**config.mk**
```make
export PLATFORM = sky130hd
export DESIGN_NAME = clk_div_tick_sync_flat
export DESIGN_NICKNAME = d
export VERILOG_FILES = /design/src/rtl/clk_div_tick_sync_if.sv /design/src/rtl/clk_div_tick_sync.sv /design/src/flat_wrapper.sv
export SDC_FILE = /design/constraint.sdc
export NUM_CORES = 1
export LEC_CHECK = 0
export BUFFER_PORTS_ARGS = -buffer_cell sky130_fd_sc_hd__buf_2
export CAP_MARGIN = 20
export CORE_ASPECT_RATIO = 1.5
export CORE_MARGIN = 2
export CORE_UTILIZATION = 33
export CTS_BUF_LIST = sky130_fd_sc_hd__clkbuf_2
export DETAILED_ROUTE_END_ITERATION = 16
export PLACE_DENSITY = 0.55
export SLEW_MARGIN = 20
export SYNTH_ARGS = -nofsm -noshare
export SYNTH_HDL_FRONTEND = slang
export SYNTH_SLANG_ARGS = --single-unit
```
**constraint.sdc**
```tcl
create_clock -name clk -period 1.9 [get_ports clk]
set_input_delay 0 -clock clk [delete_from_list [all_inputs] [get_ports clk]]
set_output_delay 0 -clock clk [all_outputs]
set_load 0.05 [all_outputs]
```
**src/rtl/clk_div_tick_sync_if.sv**
```systemverilog
// Signal bundle for clk_div_tick_sync: divided-clock inputs, tap control and tick/fault outputs.
// The master modport drives the inputs; the slave modport is the tick synchroniser.
interface clk_div_tick_sync_if #(
  parameter int unsigned NUM_DIV = 5,
  parameter int unsigned CNT_W   = 16
);
  logic [NUM_DIV-1:0] div_in;
  logic [2:0]         sel;
  logic               count_clr;
  logic               fault_clr;
  logic [NUM_DIV-1:0] tick_all;
  logic               tick_out;
  logic [CNT_W-1:0]   tick_count;
  logic               fault;

  modport master (
    output div_in, sel, count_clr, fault_clr,
    input  tick_all, tick_out, tick_count, fault
  );

  modport slave (
    input  div_in, sel, count_clr, fault_clr,
    output tick_all, tick_out, tick_count, fault
  );
endinterface

```
**src/rtl/clk_div_tick_sync.sv**
```systemverilog
// Synchronises ripple-divider taps into clk-domain tick strobes, counts ticks on a selected tap and
// flags a stalled tap with a watchdog. Define TICK_SAT_EN to make tick_count saturate instead of wrap.
module clk_div_tick_sync #(
  parameter int unsigned NUM_DIV     = 5,
  parameter int unsigned SYNC_STAGES = 2,
  parameter int unsigned CNT_W       = 16,
  parameter int unsigned TIMEOUT     = 128
) (
  input logic                clk,
  input logic                reset,
  clk_div_tick_sync_if.slave bus
);
  localparam int unsigned      MaskW    = $clog2(SYNC_STAGES + 2);
  localparam int unsigned      WdW      = $clog2(TIMEOUT);
  localparam logic [MaskW-1:0] MaskLoad = MaskW'(SYNC_STAGES + 1);
  localparam logic [WdW-1:0]   WdLast   = WdW'(TIMEOUT - 1);
  localparam logic [CNT_W-1:0] CntMax   = '1;

  typedef enum logic [1:0] {StSettle, StArmed, StFault} state_e;

  logic [NUM_DIV-1:0] sync_q [SYNC_STAGES];
  logic [NUM_DIV-1:0] prev_q;
  logic [NUM_DIV-1:0] tick_all_q;
  logic [2:0]         sel_q;
  logic [MaskW-1:0]   mask_q, mask_d;
  logic [CNT_W-1:0]   cnt_q, cnt_d;
  logic [WdW-1:0]     wd_q, wd_d;
  state_e             state_q, state_d;
  logic               sel_chg, sel_valid, sel_tick, tick_out;

  assign sel_chg   = bus.sel != sel_q;
  assign sel_valid = 32'(sel_q) < NUM_DIV;

  always_comb begin
    sel_tick = 1'b0;
    for (int i = 0; i < NUM_DIV; i++) begin
      if (sel_q == 3'(i)) sel_tick = tick_all_q[i];
    end
  end

  // Mask hides the new tap until its edge pipeline holds only post-switch samples.
  assign tick_out = sel_valid && (mask_q == '0) && sel_tick;

  always_comb begin
    mask_d = mask_q;
    if (sel_chg)             mask_d = MaskLoad;
    else if (mask_q != '0)   mask_d = mask_q - MaskW'(1);
  end

  always_comb begin
    cnt_d = cnt_q;
    if (bus.count_clr) begin
      cnt_d = '0;
    end else if (tick_out) begin
`ifdef TICK_SAT_EN
      if (cnt_q != CntMax) cnt_d = cnt_q + CNT_W'(1);
`else
      cnt_d = cnt_q + CNT_W'(1);
`endif
    end
  end

  always_ff @(posedge clk or posedge reset) begin
    if (reset) begin
      for (int s = 0; s < SYNC_STAGES; s++) sync_q[s] <= '0;
      prev_q     <= '0;
      tick_all_q <= '0;
      sel_q      <= '0;
      mask_q     <= '0;
      cnt_q      <= '0;
    end else begin
      sync_q[0] <= bus.div_in;
      for (int s = 1; s < SYNC_STAGES; s++) sync_q[s] <= sync_q[s-1];
      prev_q     <= sync_q[SYNC_STAGES-1];
      tick_all_q <= sync_q[SYNC_STAGES-1] & ~prev_q;
      sel_q      <= bus.sel;
      mask_q     <= mask_d;
      cnt_q      <= cnt_d;
    end
  end

  always_ff @(posedge clk or posedge reset) begin
    if (reset) begin
      state_q <= StSettle;
      wd_q    <= '0;
    end else begin
      state_q <= state_d;
      wd_q    <= wd_d;
    end
  end

  // Fault is raised after TIMEOUT consecutive armed cycles without a tick on the selected tap.
  always_comb begin
    state_d = state_q;
    wd_d    = wd_q;
    unique case (state_q)
      StSettle: begin
        wd_d = '0;
        if (!sel_chg && sel_valid && (mask_q == '0)) state_d = StArmed;
      end
      StArmed: begin
        if (sel_chg) begin
          state_d = StSettle;
          wd_d    = '0;
        end else if (tick_out) begin
          wd_d = '0;
        end else if (wd_q == WdLast) begin
          wd_d    = '0;
          state_d = bus.fault_clr ? StSettle : StFault;
        end else begin
          wd_d = wd_q + WdW'(1);
        end
      end
      StFault: begin
        wd_d = '0;
        if (bus.fault_clr) state_d = StSettle;
      end
      default: begin
        state_d = StSettle;
        wd_d    = '0;
      end
    endcase
  end

  assign bus.tick_all   = tick_all_q;
  assign bus.tick_out   = tick_out;
  assign bus.tick_count = cnt_q;
  assign bus.fault      = (state_q == StFault);
endmodule
```
**src/flat_wrapper.sv**
```systemverilog
// flat-port wrapper written by rule: the top's interface ports become plain ports
module clk_div_tick_sync_flat 
#(
  parameter int unsigned NUM_DIV     = 5,
  parameter int unsigned SYNC_STAGES = 2,
  parameter int unsigned CNT_W       = 16,
  parameter int unsigned TIMEOUT     = 128
)
  (clk, reset, bus_div_in, bus_sel, bus_count_clr, bus_fault_clr, bus_tick_all, bus_tick_out, bus_tick_count, bus_fault);
  clk_div_tick_sync_if #(.NUM_DIV(NUM_DIV), .CNT_W(CNT_W)) bus_i ();
  input logic clk;
  input logic reset;
  input wire logic [$bits(bus_i.div_in)-1:0] bus_div_in;
  input wire logic [$bits(bus_i.sel)-1:0] bus_sel;
  input wire logic [$bits(bus_i.count_clr)-1:0] bus_count_clr;
  input wire logic [$bits(bus_i.fault_clr)-1:0] bus_fault_clr;
  output wire logic [$bits(bus_i.tick_all)-1:0] bus_tick_all;
  output wire logic [$bits(bus_i.tick_out)-1:0] bus_tick_out;
  output wire logic [$bits(bus_i.tick_count)-1:0] bus_tick_count;
  output wire logic [$bits(bus_i.fault)-1:0] bus_fault;
  assign bus_i.div_in = bus_div_in;
  assign bus_i.sel = bus_sel;
  assign bus_i.count_clr = bus_count_clr;
  assign bus_i.fault_clr = bus_fault_clr;
  assign bus_tick_all = bus_i.tick_all;
  assign bus_tick_out = bus_i.tick_out;
  assign bus_tick_count = bus_i.tick_count;
  assign bus_fault = bus_i.fault;
  clk_div_tick_sync #(.NUM_DIV(NUM_DIV), .SYNC_STAGES(SYNC_STAGES), .CNT_W(CNT_W), .TIMEOUT(TIMEOUT)) u_core (.clk(clk), .reset(reset), .bus(bus_i));
endmodule
```
# [Yosys cells after proc, flatten, opt, wreduce, memory -nomap -nowiden]
# Index checks and enable logic that the tools add are counted.
[word_totals] ff_bits=50 word_cells=59
[classes] addsub=3 n_lt_le_gt_ge=1 n_eq_ne=12 muxes=20 bitwise=2 n_reduce_logical=12
[ops] cell="two-way mux 16 bit" n=2
[ops] cell="two-way mux 7 bit" n=4
[ops] cell="adder 16 x 1 -> 16 bit (second input constant)" n=1
[ops] cell="two-way mux 2 bit" n=8
[ops] cell="adder 7 x 1 -> 7 bit (second input constant)" n=1
[ops] cell="equality test 7 bit (second input constant)" n=1
[ops] cell="equality test 3 x 2 -> 1 bit (second input constant)" n=2
[ops] cell="one-hot mux 2 bit (3 select lines)" n=1
[ops] cell="nonzero test 2 bit" n=3
[ops] cell="AND 5 bit" n=1
[ops] cell="two-way mux 1 bit" n=5
[ops] cell="NOT 5 bit" n=1
[ops] cell="logical AND 1 bit" n=4
[ops] cell="zero test 2 bit" n=2
[ops] cell="AND reduction 4 bit" n=1
[ops] cell="equality test 3 x 1 -> 1 bit (second input constant)" n=1
[ops] cell="equality test 3 bit (second input constant)" n=1
[ops] cell="zero test 3 bit" n=1
[ops] cell="< comparator 3 bit (second input constant)" n=1
[ops] cell="inequality test 3 x 1 -> 1 bit (second input constant)" n=1
[ops] cell="inequality test 3 x 2 -> 1 bit (second input constant)" n=1
[ops] cell="inequality test 3 bit" n=1
[ops] cell="equality test 2 x 1 -> 1 bit (second input constant)" n=1
[ops] cell="equality test 2 bit (second input constant)" n=1
[ops] cell="4 further kinds" n=4

# [Longest topological paths before layout]
[depth] ltp_word=10 ltp_mapped=7

# [Worst setup path before layout]
# OpenSTA, ideal clock, no wires.
[synth_timing] path_kind="reg-to-reg" from="register u_core.tick_all_q[3] (netlist: u_core.bus.tick_all[3])" to="register u_core.cnt_q[2] (netlist: u_core.bus.tick_count[2])" setup_time_ps=67 arrival_time_ps=2226 required_ps=1833 slack_ps=-392 path_stages_with_launch=6 path_cell_list="dfrtp_1 > mux2i_1 > a22o_4 > buf_2 > nor2_1 > a31o_2"
[synth_via] elab_chain_len=4
[synth_lines] item="start, declared" line="clk_div_tick_sync.sv:23" source="logic [NUM_DIV-1:0] tick_all_q;"
[synth_lines] item="start signal, assigned" line="clk_div_tick_sync.sv:75" source="tick_all_q <= sync_q[SYNC_STAGES-1] & ~prev_q;"
[synth_lines] item="two-way mux 1 bit (2 in series)" line="clk_div_tick_sync.sv:37" source="if (sel_q == 3'(i)) sel_tick = tick_all_q[i];"
[synth_lines] item="logical AND 1 bit" line="clk_div_tick_sync.sv:42" source="assign tick_out = sel_valid && (mask_q == '0) && sel_tick;"
[synth_lines] item="net bus_tick_out" line="flat_wrapper.sv:18" source="output wire logic [$bits(bus_i.tick_out)-1:0] bus_tick_out;"
[synth_lines] item="nonzero test 2 bit (no source line)"
[synth_lines] item="end signal, assigned" line="clk_div_tick_sync.sv:78" source="cnt_q <= cnt_d;"
[synth_lines] item="end, declared" line="clk_div_tick_sync.sv:26" source="logic [CNT_W-1:0] cnt_q, cnt_d;"
# The timed path passes the listed nets, and every way through them passes these cells.
# A chain may end at the register's enable or synchronous reset.

# [Worst setup path after layout]
[layout_timing] from="register u_core.sel_q[0]" to="output port bus_tick_out"
[layout_via] elab_chain_len=7
[layout_lines] item="start, declared" line="clk_div_tick_sync.sv:24" source="logic [2:0] sel_q;"
[layout_lines] item="start signal, assigned" line="clk_div_tick_sync.sv:76" source="sel_q <= bus.sel;"
[layout_lines] item="zero test 3 bit" line="clk_div_tick_sync.sv:37"
[layout_lines] item="two-way mux 1 bit (5 in series)" line="clk_div_tick_sync.sv:37"
[layout_lines] item="logical AND 1 bit *" line="clk_div_tick_sync.sv:42"
[layout_lines] item="end, declared" line="flat_wrapper.sv:18"
# Every way passes the cells marked *; elsewhere a longest branch is shown, timed or not.

==> results.toml <==
[outcome]
status = "completed"

[synthesis]
ys_ff_latch = 50
syn-instance-count = 195
synth_warnings = 0
syn_nets = 210
avgSynthCellArea_um2 = 11.54
synth.distinct_cells = 45
syn_area_mm2 = 0.002251
ys_seq_area_share_pct = 55.59

[timing]
relSlewSlack_pct = 65.53
worstMarginPinSlew_ps = 516.6
hold_viol = 0
min_period_ps = 1855
maxSlewViolCount = 0
post-route-period-util_pct = 97.62
rsz0062_at_grt = "yes"
setup_viol = 0
max_freq_ghz = 0.5392
skew_ps = 12.15

[final_layout]
final_nets = 269
final_cells = 331
n_fill_cell = 639
final_cell_mix = "dfrtp_1, buf_2, nor2_1"
register_area_mm2 = 0.001266
insertedDiodeCount = 0
area_growth_pct = 24.90
multi_input_area_um2 = 930.9
drive_above_1_share_pct = 33.33
final_common_cell = "dfrtp_1"

[floorplan]
num_rows = 36
start_util_pct = 34.46
fp.dieW_um = 71.44
die_y_um = 105.2
fp.coreArea_mm2 = 0.006531
ios = 35
dieArea_mm2 = 0.007511

[global_route]
overflow = 0
grt_pass1_vias = 1764
track_usage_pct = 13.46
grt_max_degree = 26
antenna_found_initial = 0
grt_pass1_wl_um = 8059

[power]
vdd_drop_max_v = 0.0004823
power_leakage_nw = 1.301
powerDensity_mw_per_mm2 = 627.4
power_w = 0.001764

[routing]
drcViolationCount = 0
wl_per_cell_um = 14.19
vias = 1684
avgViaCountPerCell = 5.088
ant_nets = 0
drtIter0Drc = 62
totalWireLength_um = 4697
drtPass1Iterations = 4

[clock_network]
numCtsBuffers = 5
clkLatencyLatePin_ps = 440
cts_tree = "built"
clk_pin_slew_ps = 280
htree_levels = 2
ctsLongestPathBuffers = 2
cts_sinks = 50
clockRootBuffer = "clkbuf_2"

[run]
drv_cap = 0

[worst_setup_path]
crit_path_end_kind = "primary output"
cp-startpoint = "u_core.sel_q[0]"
criticalPathCategory = "register to primary output"
critical_path.max_fanout = 10
start_kind = "register"
required_ps = 1900
r2r-start = "u_core.sel_q[0]"
cp.arrival_ps = 1850

[placement]
portBuffers = 34
place_congestion = 0.7312
placed_cells = 310
dp.final_hpwl_um = 3418

[worst_hold_path]
hold_class = "primary input to asynchronous set/reset pin"
metal layers:
metal | vias to the layer above | GRT usage, % | share of wire, %
li1 | 807 | - | -
met1 | 822 | 15.19 | 41
met2 | 44 | 24.07 | 53
met3 | 11 | 2.604 | 3.9
met4 | 0 | 5.660 | 2.8
met5 | - | 0 | 0
what timing repair did:
| action | in CTS | in global routing |
|---|---|---|
| hold buffers | 11 | 0 |
| pin swaps | 1 | 0 |
| resized for setup | 7 | 0 |
| hold endpoints to repair | 67 | 0 |
| cloned | 0 | 0 |
| endpoints found under the setup margin | 3 | 2 |
| buffers inserted | 2 | 0 |
Yosys cell counts (all sizes together):
cell	instances	share of area [%]
a21oi	9	2.0
a22o	1	0.78
a22oi	1	0.33
a311oi	1	0.39
a31o	1	0.39
and2	1	0.28
and3	4	1.1
and3b	1	0.39
and4	3	1.2
buf	4	1.6
clkbuf	5	0.83
dfrtp	50	56
ha	3	1.7
inv	8	1.3
mux2	8	4.0
mux2i	2	0.89
nand2	7	1.2
nand2b	1	0.28
nand3	6	1.3
nand4	4	1.1
nand4b	1	0.39
nor2	16	2.7
nor2b	14	3.9
nor3	6	1.3
nor3b	2	1.2
nor4	4	2.3
nor4b	2	1.4
o2111ai	2	0.78
o211ai	3	1.2
o21a	1	0.33
o21ai	5	1.1
o31ai	4	1.3
or3	2	0.56
or4	4	1.3
xnor2	2	0.78
xor2	7	2.7
where the power goes:
part | switching [W] | internal [W]
sequential | 0.0000170 | 0.00109
combinational | 0.0000980 | 0.0000706
clock | 0.000374 | 0.000109
total | 0.000489 | 0.00128
logic make-up (layout without fill, tap and decap cells):
kind of cell | count (synthesis) | count (layout) | synth area share (%)
AO/OA/AOI/OAI | 28 | 28 | 8.672
XOR/XNOR | 9 | 9 | 3.502
adder cells (fa/ha/maj) | 3 | 3 | 1.668
buffers and inverters | 17 | 77 | 3.724
flip-flops | 50 | 50 | 55.59
multiplexers | 10 | 10 | 4.891
AND/OR/NAND/NOR | 78 | 78 | 21.96
layout make-up:
| class | instances | share of cell area [%] |
|---|---|---|
| Clock buffer | 5 | 0.8901 |
| Clock inverter | 3 | 1.024 |
| Multi-Input combinational cell | 128 | 33.11 |
| Inverter | 8 | 1.068 |
| Sequential cell | 50 | 45.04 |
| Timing Repair Buffer | 61 | 15.49 |
| Tap cell | 76 | 3.382 |
registers in the layout, summed over array words and instances (netlist names):
signal	flops
u_core.state_q	2
u_core.bus.tick_all	5
u_core.sync_q	10
u_core.bus.tick_count	16
u_core.wd_q	7
u_core.mask_q	2
u_core.sel_q	3
u_core.prev_q	5
per-stage QoR:
step                      setup TNS, ps  setup slack, ps  instance area [um2]  hold WS [ps]  utilization [%]
after floorplan                       0            54.30                 2271         31.43                -
after global placement                0            87.35                 2613         75.56            40.00
after global routing             -66.71           -59.70                 2811         70.05            43.05
after CTS                             0            6.826                 2811         75.19            43.05
final                                 0            45.29                 2811         93.74            43.05
after detailed placement              0            36.39                 2613         77.56            40.00
final timing paths:
kind,to,slack (ps),depth (start not counted)
hold reg to reg,u_core.sync_q[0],390,0
setup / recovery,bus_tick_out,50,5
max in group asynchronous,u_core.bus.tick_count[1],1520,4
min in group clk,u_core.sync_q[7],160,2
hold / removal,u_core.sel_q[1],90,4
setup reg to reg,u_core.bus.tick_count[4],60,5
critical path: stages, from the launching register on:
cell	delay (ps)
dfrtp_2	510
mux2i_1	170
a22o_4	310
buf_12	150
nor2_4	120
buf_8	150
No activity file was read; power rests on OpenSTA's default activity.
